<file path="src/rtl/seq_stage_controller_pkg.sv">
// Shared types for the multi-cycle stage sequencer: state encoding, PC-select
// encoding and the latched decode/branch flag bundle.
package seq_stage_controller_pkg;

   typedef enum logic [2:0] {
      ST_IDLE      = 3'd0,
      ST_FETCH     = 3'd1,
      ST_DECODE    = 3'd2,
      ST_EXECUTE   = 3'd3,
      ST_MEMORY    = 3'd4,
      ST_WRITEBACK = 3'd5,
      ST_HALT      = 3'd6,
      ST_ERROR     = 3'd7
   } state_e;

   localparam logic PC_SEL_SEQ    = 1'b0;
   localparam logic PC_SEL_BRANCH = 1'b1;

   typedef struct packed {
      logic memread;
      logic memwrite;
      logic regwrite;
      logic branch;
      logic taken;
   } ctrl_flags_t;

   function automatic logic state_is_busy(input state_e st);
      logic b;
      case (st)
         ST_FETCH, ST_DECODE, ST_EXECUTE, ST_MEMORY, ST_WRITEBACK: b = 1'b1;
         default:                                                  b = 1'b0;
      endcase
      return b;
   endfunction

endpackage

</file>
<file path="src/rtl/seq_stage_controller_if.sv">
// Instruction/data memory handshake bundle between the sequencer (master)
// and the memory side (slave).
interface seq_stage_controller_if;
   logic imem_req;
   logic imem_ack;
   logic ir_load;
   logic dmem_req;
   logic dmem_we;
   logic dmem_ack;

   modport master (
      output imem_req, ir_load, dmem_req, dmem_we,
      input  imem_ack, dmem_ack
   );

   modport slave (
      input  imem_req, ir_load, dmem_req, dmem_we,
      output imem_ack, dmem_ack
   );
endinterface

</file>
<file path="src/rtl/seq_stage_controller_timer.sv">
// Memory wait timer: counts unacknowledged wait cycles and flags expiry when
// the count reaches MEM_TIMEOUT without an ack (MEM_TIMEOUT == 0 disables it).
module seq_stage_controller_timer #(
   parameter int unsigned MEM_TIMEOUT = 15
) (
   input  logic clk,
   input  logic rst_n,
   input  logic clear,
   input  logic enable,
   input  logic ack,
   output logic expired
);
   localparam int unsigned TW = (MEM_TIMEOUT > 32'd0) ? $clog2(MEM_TIMEOUT + 32'd1) : 1;
   localparam logic [TW-1:0] LIMIT = TW'(MEM_TIMEOUT);
   localparam logic TIMEOUT_ON = (MEM_TIMEOUT != 32'd0);

   logic [TW-1:0] count_r;
   logic          at_limit_s;

   assign at_limit_s = TIMEOUT_ON && (count_r == LIMIT);
   // an ack in the limit cycle still wins over expiry
   assign expired    = enable && !ack && at_limit_s;

   // wait-cycle counter, saturating at the limit
   always_ff @(posedge clk or negedge rst_n) begin
      if (!rst_n) begin
         count_r <= '0;
      end else if (clear) begin
         count_r <= '0;
      end else if (TIMEOUT_ON && enable && !ack && !at_limit_s) begin
         count_r <= count_r + TW'(1);
      end else begin
         count_r <= count_r;
      end
   end
endmodule

</file>
<file path="src/rtl/seq_stage_controller.sv">
// Multi-cycle IF/ID/EX/MEM/WB sequencer for the sequential RV64 core: stage
// handshakes, PC/regfile strobes, halt/error terminals and cycle/retire counters.
module seq_stage_controller
   import seq_stage_controller_pkg::*;
#(
   parameter int unsigned CNT_W       = 32,
   parameter int unsigned MEM_TIMEOUT = 15
) (
   input  logic                   clk,
   input  logic                   rst_n,
   input  logic                   start,
   input  logic                   stop,
   seq_stage_controller_if.master mem,
   input  logic                   dec_memread,
   input  logic                   dec_memwrite,
   input  logic                   dec_regwrite,
   input  logic                   dec_branch,
   input  logic                   dec_illegal,
   input  logic                   br_taken,
   output logic                   rf_we,
   output logic                   pc_we,
   output logic                   pc_sel,
   output logic                   busy,
   output logic                   halted,
   output logic                   err,
   output logic [CNT_W-1:0]       cycle_cnt,
   output logic [CNT_W-1:0]       retired_cnt
);
   state_e            state_r, state_s;
   ctrl_flags_t       flags_r, flags_s;
   logic              in_fetch_s, in_memory_s;
   logic              if_expired_s, mem_expired_s;
   logic              imem_req_r, dmem_req_r, dmem_we_r;
   logic              rf_we_r, pc_we_r, pc_sel_r;
   logic              busy_r, halted_r, err_r;
   logic [CNT_W-1:0]  cycle_cnt_r, retired_cnt_r;

   assign in_fetch_s  = (state_r == ST_FETCH);
   assign in_memory_s = (state_r == ST_MEMORY);

   seq_stage_controller_timer #(.MEM_TIMEOUT(MEM_TIMEOUT)) u_if_timer (
      .clk     (clk),
      .rst_n   (rst_n),
      .clear   (!in_fetch_s),
      .enable  (in_fetch_s),
      .ack     (mem.imem_ack),
      .expired (if_expired_s)
   );

   seq_stage_controller_timer #(.MEM_TIMEOUT(MEM_TIMEOUT)) u_mem_timer (
      .clk     (clk),
      .rst_n   (rst_n),
      .clear   (!in_memory_s),
      .enable  (in_memory_s),
      .ack     (mem.dmem_ack),
      .expired (mem_expired_s)
   );

   // next-state and flag-latch decode
   always_comb begin
      state_s = state_r;
      flags_s = flags_r;
      case (state_r)
         ST_IDLE: begin
            if (start) state_s = ST_FETCH;
            else       state_s = ST_IDLE;
         end
         ST_FETCH: begin
            if (mem.imem_ack)      state_s = ST_DECODE;
            else if (if_expired_s) state_s = ST_ERROR;
            else                   state_s = ST_FETCH;
         end
         ST_DECODE: begin
            flags_s.memread  = dec_memread;
            flags_s.memwrite = dec_memwrite;
            flags_s.regwrite = dec_regwrite;
            flags_s.branch   = dec_branch;
            if (dec_illegal) state_s = ST_HALT;
            else             state_s = ST_EXECUTE;
         end
         ST_EXECUTE: begin
            flags_s.taken = br_taken;
            if (flags_r.memread || flags_r.memwrite) state_s = ST_MEMORY;
            else                                     state_s = ST_WRITEBACK;
         end
         ST_MEMORY: begin
            if (mem.dmem_ack)       state_s = ST_WRITEBACK;
            else if (mem_expired_s) state_s = ST_ERROR;
            else                    state_s = ST_MEMORY;
         end
         ST_WRITEBACK: begin
            if (stop) state_s = ST_IDLE;
            else      state_s = ST_FETCH;
         end
         ST_HALT:  state_s = ST_HALT;
         ST_ERROR: state_s = ST_ERROR;
         default:  state_s = ST_ERROR;
      endcase
   end

   // state and latched decode flags
   always_ff @(posedge clk or negedge rst_n) begin
      if (!rst_n) begin
         state_r <= ST_IDLE;
         flags_r <= '0;
      end else begin
         state_r <= state_s;
         flags_r <= flags_s;
      end
   end

   // outputs registered from the next-state decode so they align with the state they describe
   always_ff @(posedge clk or negedge rst_n) begin
      if (!rst_n) begin
         imem_req_r <= 1'b0;
         dmem_req_r <= 1'b0;
         dmem_we_r  <= 1'b0;
         rf_we_r    <= 1'b0;
         pc_we_r    <= 1'b0;
         pc_sel_r   <= PC_SEL_SEQ;
         busy_r     <= 1'b0;
         halted_r   <= 1'b0;
         err_r      <= 1'b0;
      end else begin
         imem_req_r <= (state_s == ST_FETCH);
         dmem_req_r <= (state_s == ST_MEMORY);
         dmem_we_r  <= (state_s == ST_MEMORY) && flags_s.memwrite;
         rf_we_r    <= (state_s == ST_WRITEBACK) && flags_s.regwrite;
         pc_we_r    <= (state_s == ST_WRITEBACK);
         pc_sel_r   <= ((state_s == ST_WRITEBACK) && flags_s.branch && flags_s.taken)
                       ? PC_SEL_BRANCH : PC_SEL_SEQ;
         busy_r     <= state_is_busy(state_s);
         halted_r   <= (state_s == ST_HALT);
         err_r      <= (state_s == ST_ERROR);
      end
   end

   // cycle and retire counters; cleared on start, frozen outside busy states
   always_ff @(posedge clk or negedge rst_n) begin
      if (!rst_n) begin
         cycle_cnt_r   <= '0;
         retired_cnt_r <= '0;
      end else if ((state_r == ST_IDLE) && start) begin
         cycle_cnt_r   <= '0;
         retired_cnt_r <= '0;
      end else begin
         cycle_cnt_r   <= state_is_busy(state_r) ? cycle_cnt_r + CNT_W'(1) : cycle_cnt_r;
         retired_cnt_r <= (state_r == ST_WRITEBACK) ? retired_cnt_r + CNT_W'(1) : retired_cnt_r;
      end
   end

   assign mem.imem_req = imem_req_r;
   assign mem.ir_load  = in_fetch_s && mem.imem_ack;
   assign mem.dmem_req = dmem_req_r;
   assign mem.dmem_we  = dmem_we_r;
   assign rf_we        = rf_we_r;
   assign pc_we        = pc_we_r;
   assign pc_sel       = pc_sel_r;
   assign busy         = busy_r;
   assign halted       = halted_r;
   assign err          = err_r;
   assign cycle_cnt    = cycle_cnt_r;
   assign retired_cnt  = retired_cnt_r;
endmodule

</file>
<file path="src/flat_wrapper.sv">
// flat-port wrapper written by rule: the top's interface ports become plain ports
module seq_stage_controller_flat import seq_stage_controller_pkg::*;
#(
   parameter int unsigned CNT_W       = 32,
   parameter int unsigned MEM_TIMEOUT = 15
)
  (clk, rst_n, start, stop, dec_memread, dec_memwrite, dec_regwrite, dec_branch, dec_illegal, br_taken, rf_we, pc_we, pc_sel, busy, halted, err, cycle_cnt, retired_cnt, mem_imem_req, mem_ir_load, mem_dmem_req, mem_dmem_we, mem_imem_ack, mem_dmem_ack);
  seq_stage_controller_if mem_i ();
  input  logic clk;
  input  logic rst_n;
  input  logic start;
  input  logic stop;
  input  logic dec_memread;
  input  logic dec_memwrite;
  input  logic dec_regwrite;
  input  logic dec_branch;
  input  logic dec_illegal;
  input  logic br_taken;
  output logic rf_we;
  output logic pc_we;
  output logic pc_sel;
  output logic busy;
  output logic halted;
  output logic err;
  output logic [CNT_W-1:0] cycle_cnt;
  output logic [CNT_W-1:0] retired_cnt;
  output wire logic [$bits(mem_i.imem_req)-1:0] mem_imem_req;
  output wire logic [$bits(mem_i.ir_load)-1:0] mem_ir_load;
  output wire logic [$bits(mem_i.dmem_req)-1:0] mem_dmem_req;
  output wire logic [$bits(mem_i.dmem_we)-1:0] mem_dmem_we;
  input wire logic [$bits(mem_i.imem_ack)-1:0] mem_imem_ack;
  input wire logic [$bits(mem_i.dmem_ack)-1:0] mem_dmem_ack;
  assign mem_imem_req = mem_i.imem_req;
  assign mem_ir_load = mem_i.ir_load;
  assign mem_dmem_req = mem_i.dmem_req;
  assign mem_dmem_we = mem_i.dmem_we;
  assign mem_i.imem_ack = mem_imem_ack;
  assign mem_i.dmem_ack = mem_dmem_ack;
  seq_stage_controller #(.CNT_W(CNT_W), .MEM_TIMEOUT(MEM_TIMEOUT)) u_core (.clk(clk), .rst_n(rst_n), .start(start), .stop(stop), .mem(mem_i), .dec_memread(dec_memread), .dec_memwrite(dec_memwrite), .dec_regwrite(dec_regwrite), .dec_branch(dec_branch), .dec_illegal(dec_illegal), .br_taken(br_taken), .rf_we(rf_we), .pc_we(pc_we), .pc_sel(pc_sel), .busy(busy), .halted(halted), .err(err), .cycle_cnt(cycle_cnt), .retired_cnt(retired_cnt));
endmodule
</file>
<file path="config.mk">
export PLATFORM = sky130hd
export DESIGN_NAME = seq_stage_controller_flat
export DESIGN_NICKNAME = d
export VERILOG_FILES = /design/src/rtl/seq_stage_controller_pkg.sv /design/src/rtl/seq_stage_controller_if.sv /design/src/rtl/seq_stage_controller_timer.sv /design/src/rtl/seq_stage_controller.sv /design/src/flat_wrapper.sv
export SDC_FILE = /design/constraint.sdc
export NUM_CORES = 1
export LEC_CHECK = 0
export CAP_MARGIN = 25
export CORE_ASPECT_RATIO = 0.7
export CORE_MARGIN = 2
export CORE_UTILIZATION = 23
export CTS_CLUSTER_DIAMETER = 80
export CTS_CLUSTER_SIZE = 25
export DETAILED_ROUTE_END_ITERATION = 7
export PLACE_DENSITY = 0.45
export REMOVE_ABC_BUFFERS = 1
export SYNTH_ARGS = -nofsm -noshare
export SYNTH_HDL_FRONTEND = slang
export SYNTH_SLANG_ARGS = --single-unit
</file>
<file path="constraint.sdc">
create_clock -name clk -period 2.9 [get_ports clk]
set_input_delay 0.58 -clock clk [delete_from_list [all_inputs] [get_ports clk]]
set_output_delay 0.58 -clock clk [all_outputs]
set_load 0.05 [all_outputs]
</file>
=== Word level (Yosys, flattened, before mapping) ===
Cells that the tools add are included.
W data, S select, Z words.

* Shifts and indexed selects: 0
* Bitwise operators: 0
* Equal/unequal tests: 18
* Mux-type cells: 23
* Order comparisons: 0
* Add/sub/neg operators: 4
* $mul: 0
* Divide/modulo/power cells: 0
* Reductions and logical operators: 22

{| class="wikitable"
|+ Operators with widths
! cell !! count
|-
| $mux W32 || 4
|-
| $add A32 B1 Y32 const B || 2
|-
| $eq A3 B3 Y1 const B || 8
|-
| $pmux W3 S8 || 1
|-
| $mux W4 || 4
|-
| $mux W3 || 5
|-
| $eq A3 B2 Y1 const B || 4
|-
| $logic_and A1 B1 Y1 || 12
|-
| $reduce_or A5 Y1 || 2
|-
| $add A4 B1 Y4 const B || 2
|-
| $eq A4 B4 Y1 const B || 2
|-
| $mux W1 || 8
|-
| $eq A3 B1 Y1 const B || 2
|-
| $logic_not A1 Y1 || 4
|-
| $ne A2 B2 Y1 const B || 2
|-
| $reduce_bool A2 Y1 || 2
|-
| $logic_not A3 Y1 || 1
|-
| $mux W2 || 1
|-
| $logic_or A1 B1 Y1 || 1
|}

* RAM bits: 0
* Register bits: 89
* Logic and storage cells: 86
* Memories: 0
* Memory bits (read-only): 0
* Input bits: 12
* Bits in latches: 0

=== Longest topological paths before layout ===
* Word-level depth: 10
* Gate-level depth with buffers: 7
* Gate-level depth less buffers: 6

=== Hierarchy ===
Synthesis repeated with hierarchy kept, for this count alone.

* Cell total of the unflattened synthesis: 492
* Area total of the unflattened synthesis: 4,807.1 sq um

{| class="wikitable"
|+ Modules (own cells, without submodules)
! module !! instances !! cells an instance !! sequential area each (sq um) !! area an instance (sq um)
|-
| seq_stage_controller || 1 || 444 || 2,026.9 || 4,309.1
|-
| seq_stage_controller_timer || 2 || 24 || 100.1 || 249.0
|}

=== Worst setup path after synthesis ===
Ideal clock, no wire load.

* Kind: register to register
* Start: register u_core.cycle_cnt_r[0] (netlist: u_core.cycle_cnt[0])
* End: register u_core.cycle_cnt_r[28] (netlist: u_core.cycle_cnt[28])
* Stages on the path, launching flop included: 8
* Arrival time: 2.275 ns
* Library setup time: 0.119 ns
* Data required time: 2.781 ns
* Path slack: 0.506 ns
* Buffers on the path: 1
* Cell sequence: dfrtp_1 > ha_1 > nand4_1 > a2111oi_0 > clkbuf_1 > nand4_1 > xnor2_1 > and2_1

* Cells in the longest elaborated chain, start to end: 3

{| class="wikitable"
|+ RTL lines
! element !! RTL line !! RTL
|-
| start, declared || seq_stage_controller.sv:36 || <nowiki>logic [CNT_W-1:0] cycle_cnt_r, retired_cnt_r;</nowiki>
|-
| start signal, assigned || seq_stage_controller.sv:147 || <nowiki>cycle_cnt_r <= state_is_busy(state_r) ? cycle_cnt_r + CNT_W'(1) : cycle_cnt_r;</nowiki>
|-
| $add A32 B1 Y32 || seq_stage_controller.sv:147 ||
|-
| $mux W32 || seq_stage_controller.sv:147 ||
|-
| $mux W32 || seq_stage_controller.sv:143 || <nowiki>end else if ((state_r == ST_IDLE) && start) begin</nowiki>
|}

Every way passes these cells. The select of a mux whose other input is x is not followed.
A chain may end at the register's enable or synchronous reset.

=== Final worst setup path ===
* Start: register u_core.state_r[2]
* End: output mem_ir_load

* Cells in the longest elaborated chain, start to end: 2

{| class="wikitable"
|+ RTL lines
! element !! RTL line !! RTL
|-
| start, declared || seq_stage_controller.sv:29 || <nowiki>state_e state_r, state_s;</nowiki>
|-
| start signal, assigned || seq_stage_controller.sv:107 || <nowiki>state_r <= state_s;</nowiki>
|-
| $eq A3 B1 Y1 || seq_stage_controller.sv:38 || <nowiki>assign in_fetch_s = (state_r == ST_FETCH);</nowiki>
|-
| $logic_and A1 B1 Y1 || seq_stage_controller.sv:153 || <nowiki>assign mem.ir_load = in_fetch_s && mem.imem_ack;</nowiki>
|-
| end, declared || flat_wrapper.sv:28 || <nowiki>output wire logic [$bits(mem_i.ir_load)-1:0] mem_ir_load;</nowiki>
|}

Every way passes these cells.

==> results.yml <==
power_and_ir_drop:
  p_total_mw: 4.41
  p_per_area_nw_per_um2: 732
  vdd_ir_drop_max_uv: 279
  p_leak_nw: 2.45
logic_synthesis:
  synth_area_sq_um: 4510
  synth_xor_area_share_pct: 9.90
  synthArstFlopShare_pct: 100
  synth-seq-area-share_pct: 49.4
  yosysTopAreaCell: "dfrtp_1"
  synth_seq_cells: 89
  synth_cell_types: 55
  synth_area_leaders: "dfrtp_1 49%, nor2_1 6.2%, xor2_1 5.2%"
  synth_edf_count: 0
  synthMuxAreaShare_pct: 2.80
  yosys_warnings: 0
  synth_adder_area_share_pct: 1.11
  yosysTopAreaCellShare_pct: 49.4
  postSynthAreaPerCell_sq_um: 9.72
  synth-main-ff-cell: "dfrtp_1"
  synth_top_family_by_area: "simple AND/OR/NAND/NOR gates"
  synth_compound_area_share_pct: 6.85
  syn_inst: 464
  synthSimpleGateAreaFrac_pct: 27.1
floorplanning:
  die_x_um: 171
  start_util_pct: 23.7
  die_h_um: 121
  rows: 42
  io_pins: 86
  die-area_sq_um: 20800
  core_sq_um: 19100
sta:
  slew_headroom_pct: 53.2
  period_minus_slack_ns: 2.44
  slew_violations: 0
  rsz0062_at_grt: "no"
  layout_setup_ws_ns: 0.457
  fin_skew_ns: 0.00788
  finalSetupViolCount: 0
  fmax_mhz: 409
  hold_violations: 0
  period_share_pct: 84.2
  fin_tns_setup_ns: 0
  tightest_slew_ns: 0.696
  whs_ns: 0.108
job:
  drv_cap: 0
clock_tree:
  htreeDepth: 3
  root_buffer: "clkbuf_16"
  cts_made_buffers: 9
  clk_path_buf_depth: 2
  worstSkewPairLatency_ns: 0.35
  cts.hold.buffers_added: 0
  clkTransAtPathRegs_ns: 0.06
  cts_sinks: 89
  cts_tree: "yes"
  cts_resized: 0
  postCtsSetupRepairBufs: 0
finish:
  nNetsFinal: 568
  n_antenna_cell: 0
  final_core_util_pct: 31.6
  design_area_sq_um: 6030
  drive_gt1_share_pct: 8.09
  syn_to_final_growth_pct: 33.6
  fill_cells: 1974
  final_cells: 820
detailed_routing:
  viasPerCell: 4.57
  drc: 0
  drt-pass1-iter-count: 4
  avgRoutedWirePerCell_um: 15.0
  dr_total_vias: 3748
  ant_nets: 0
  dr.first_iter.drc_count: 160
  wl_um: 12300
worst_setup_path:
  path_class: "reg -> out"
  start_kind: "flip-flop"
  critPathRequiredTime_ns: 2.32
  critPathMaxStageDelay_ns: 0.42
  r2r_cells: 7
  worstPathCellList: "buf_4 > nor2b_1 > nand2_1 > nor2_1 > buf_12"
  cp.arrival_ns: 1.86
  cp-end-kind: "output port"
  crit_fanout: 12
  worst_path_max_delay_cell: "dfrtp_1"
global_routing:
  antenna_found_initial: 0
  grt_max_degree: 71
  grt_pass1_vias: 3683
  groute.usage.overall_pct: 12.7
  grt_overflow_total: 0
  grt_pass1_wl_um: 20200
placement:
  place_congestion: 0.791
  dp_cells: 805
  dpl_worst_slack_ns: 0.174
  numPortBuffers: 85
  hpwlAfterDp_um: 8740
  placed_area_sq_um: 5730
outcome:
  outcome: "finished, final reports clean"
hold_path:
  hold_class: "in -> async"
[cell usage after synthesis, types with 2 or more instances]
cell      number
dfrtp_1       89
nor2_1        75
nand4_1       28
xor2_1        27
nand2_1       24
nand3_1       24
xnor2_1       24
a21oi_1       17
nor3_1        17
clkbuf_1      13
inv_1          9
o21ai_0        9
nor2b_1        8
a211oi_1       7
and4_1         7
mux2i_1        7
and3_1         6
nand2b_1       6
nor4_1         6
mux2_2         5
or3_1          5
buf_2          4
ha_1           4
a31oi_1        3
and2_1         3
nor3b_1        3
and4_2         2
buf_6          2
o221ai_1       2
or3_2          2
or4_1          2
[registers in the layout, summed over array words and instances (netlist names)]
| register | flops |
|---|---|
| u_core.mem.imem_req | 1 |
| u_core.retired_cnt | 32 |
| u_core.halted | 1 |
| u_core.busy | 1 |
| u_core.pc_sel | 1 |
| u_core.u_mem_timer.count_r | 4 |
| u_core.state_r | 3 |
| u_core.err | 1 |
| u_core.pc_we | 1 |
| u_core.rf_we | 1 |
| u_core.mem.dmem_we | 1 |
| u_core.u_if_timer.count_r | 4 |
| u_core.cycle_cnt | 32 |
| u_core.flags_r | 5 |
| u_core.mem.dmem_req | 1 |
[worst max-delay path: cells and delay by family (launching register included)]
kind,cells,cell delay (ns)
buffers and inverters,2,0.38
flip-flops,1,0.42
AND/OR/NAND/NOR,3,0.72
[area by class of cell]
cell class | instances | area, sq um | share of cell area (%)
Tap cell | 264 | 330 | 5.48
Timing Repair Buffer | 97 | 973 | 16.2
Clock inverter | 3 | 40.0 | 0.664
Multi-Input combinational cell | 346 | 2170 | 35.9
Inverter | 9 | 33.8 | 0.561
Sequential cell | 89 | 2230 | 37.0
Clock buffer | 12 | 256 | 4.26
[logic make-up (layout without fill, tap and decap cells)]
| kind of cell | count (synthesis) | after routing |
|---|---|---|
| compound gates | 49 | 49 |
| xor+xnor | 51 | 51 |
| fa+ha+maj | 4 | 4 |
| buf+inv | 29 | 121 |
| flops | 89 | 89 |
| mux | 12 | 12 |
| simple gates | 230 | 230 |
[metal layers]
layer  share of wire, %  track usage, %  vias to the layer above  wire length (um)
met3                5.6            4.44                       11               693
met1                 52            18.2                     1829              6370
met4                1.1            2.81                        0               134
li1                   -               -                     1827                 -
met2                 42            18.1                       81              5110
met5                  0               0                        -                 0
[worst paths after layout]
check | from | endpoint | slack [ns]
max | u_core.state_r[2]$_DFF_PN0_ | mem_ir_load | 0.46
min | rst_n | u_core.cycle_cnt[4]$_DFFE_PN0P_ | 0.11
max reg2reg | u_core.cycle_cnt[0]$_DFFE_PN0P_ | u_core.cycle_cnt[18]$_DFFE_PN0P_ | 0.69
min reg2reg | u_core.flags_r[2]$_DFF_PN0_ | u_core.flags_r[2]$_DFF_PN0_ | 0.50
max in group asynchronous | rst_n | u_core.cycle_cnt[23]$_DFFE_PN0P_ | 2.10
min in group clk | u_core.flags_r[2]$_DFF_PN0_ | u_core.flags_r[2]$_DFF_PN0_ | 0.50
[power by group]
group	leakage [nW]	switching (mW)	internal, mW
sequential	1.21	0.196	1.43
clock	0.148	0.482	0.707
combinational	1.09	1.04	0.552
[layout by cell type (no fill, tap or decap), types with 11 or more instances in the layout]
| master | count |
|---|---|
| a21oi_1 | 17 |
| nand3_1 | 24 |
| nor2_1 | 75 |
| buf_4 | 11 |
| dfrtp_1 | 89 |
| nand4_1 | 28 |
| clkdlybuf4s50_1 | 83 |
| nor3_1 | 17 |
| xnor2_1 | 24 |
| nand2_1 | 24 |
| xor2_1 | 27 |
(Power assumes the default switching activity.)
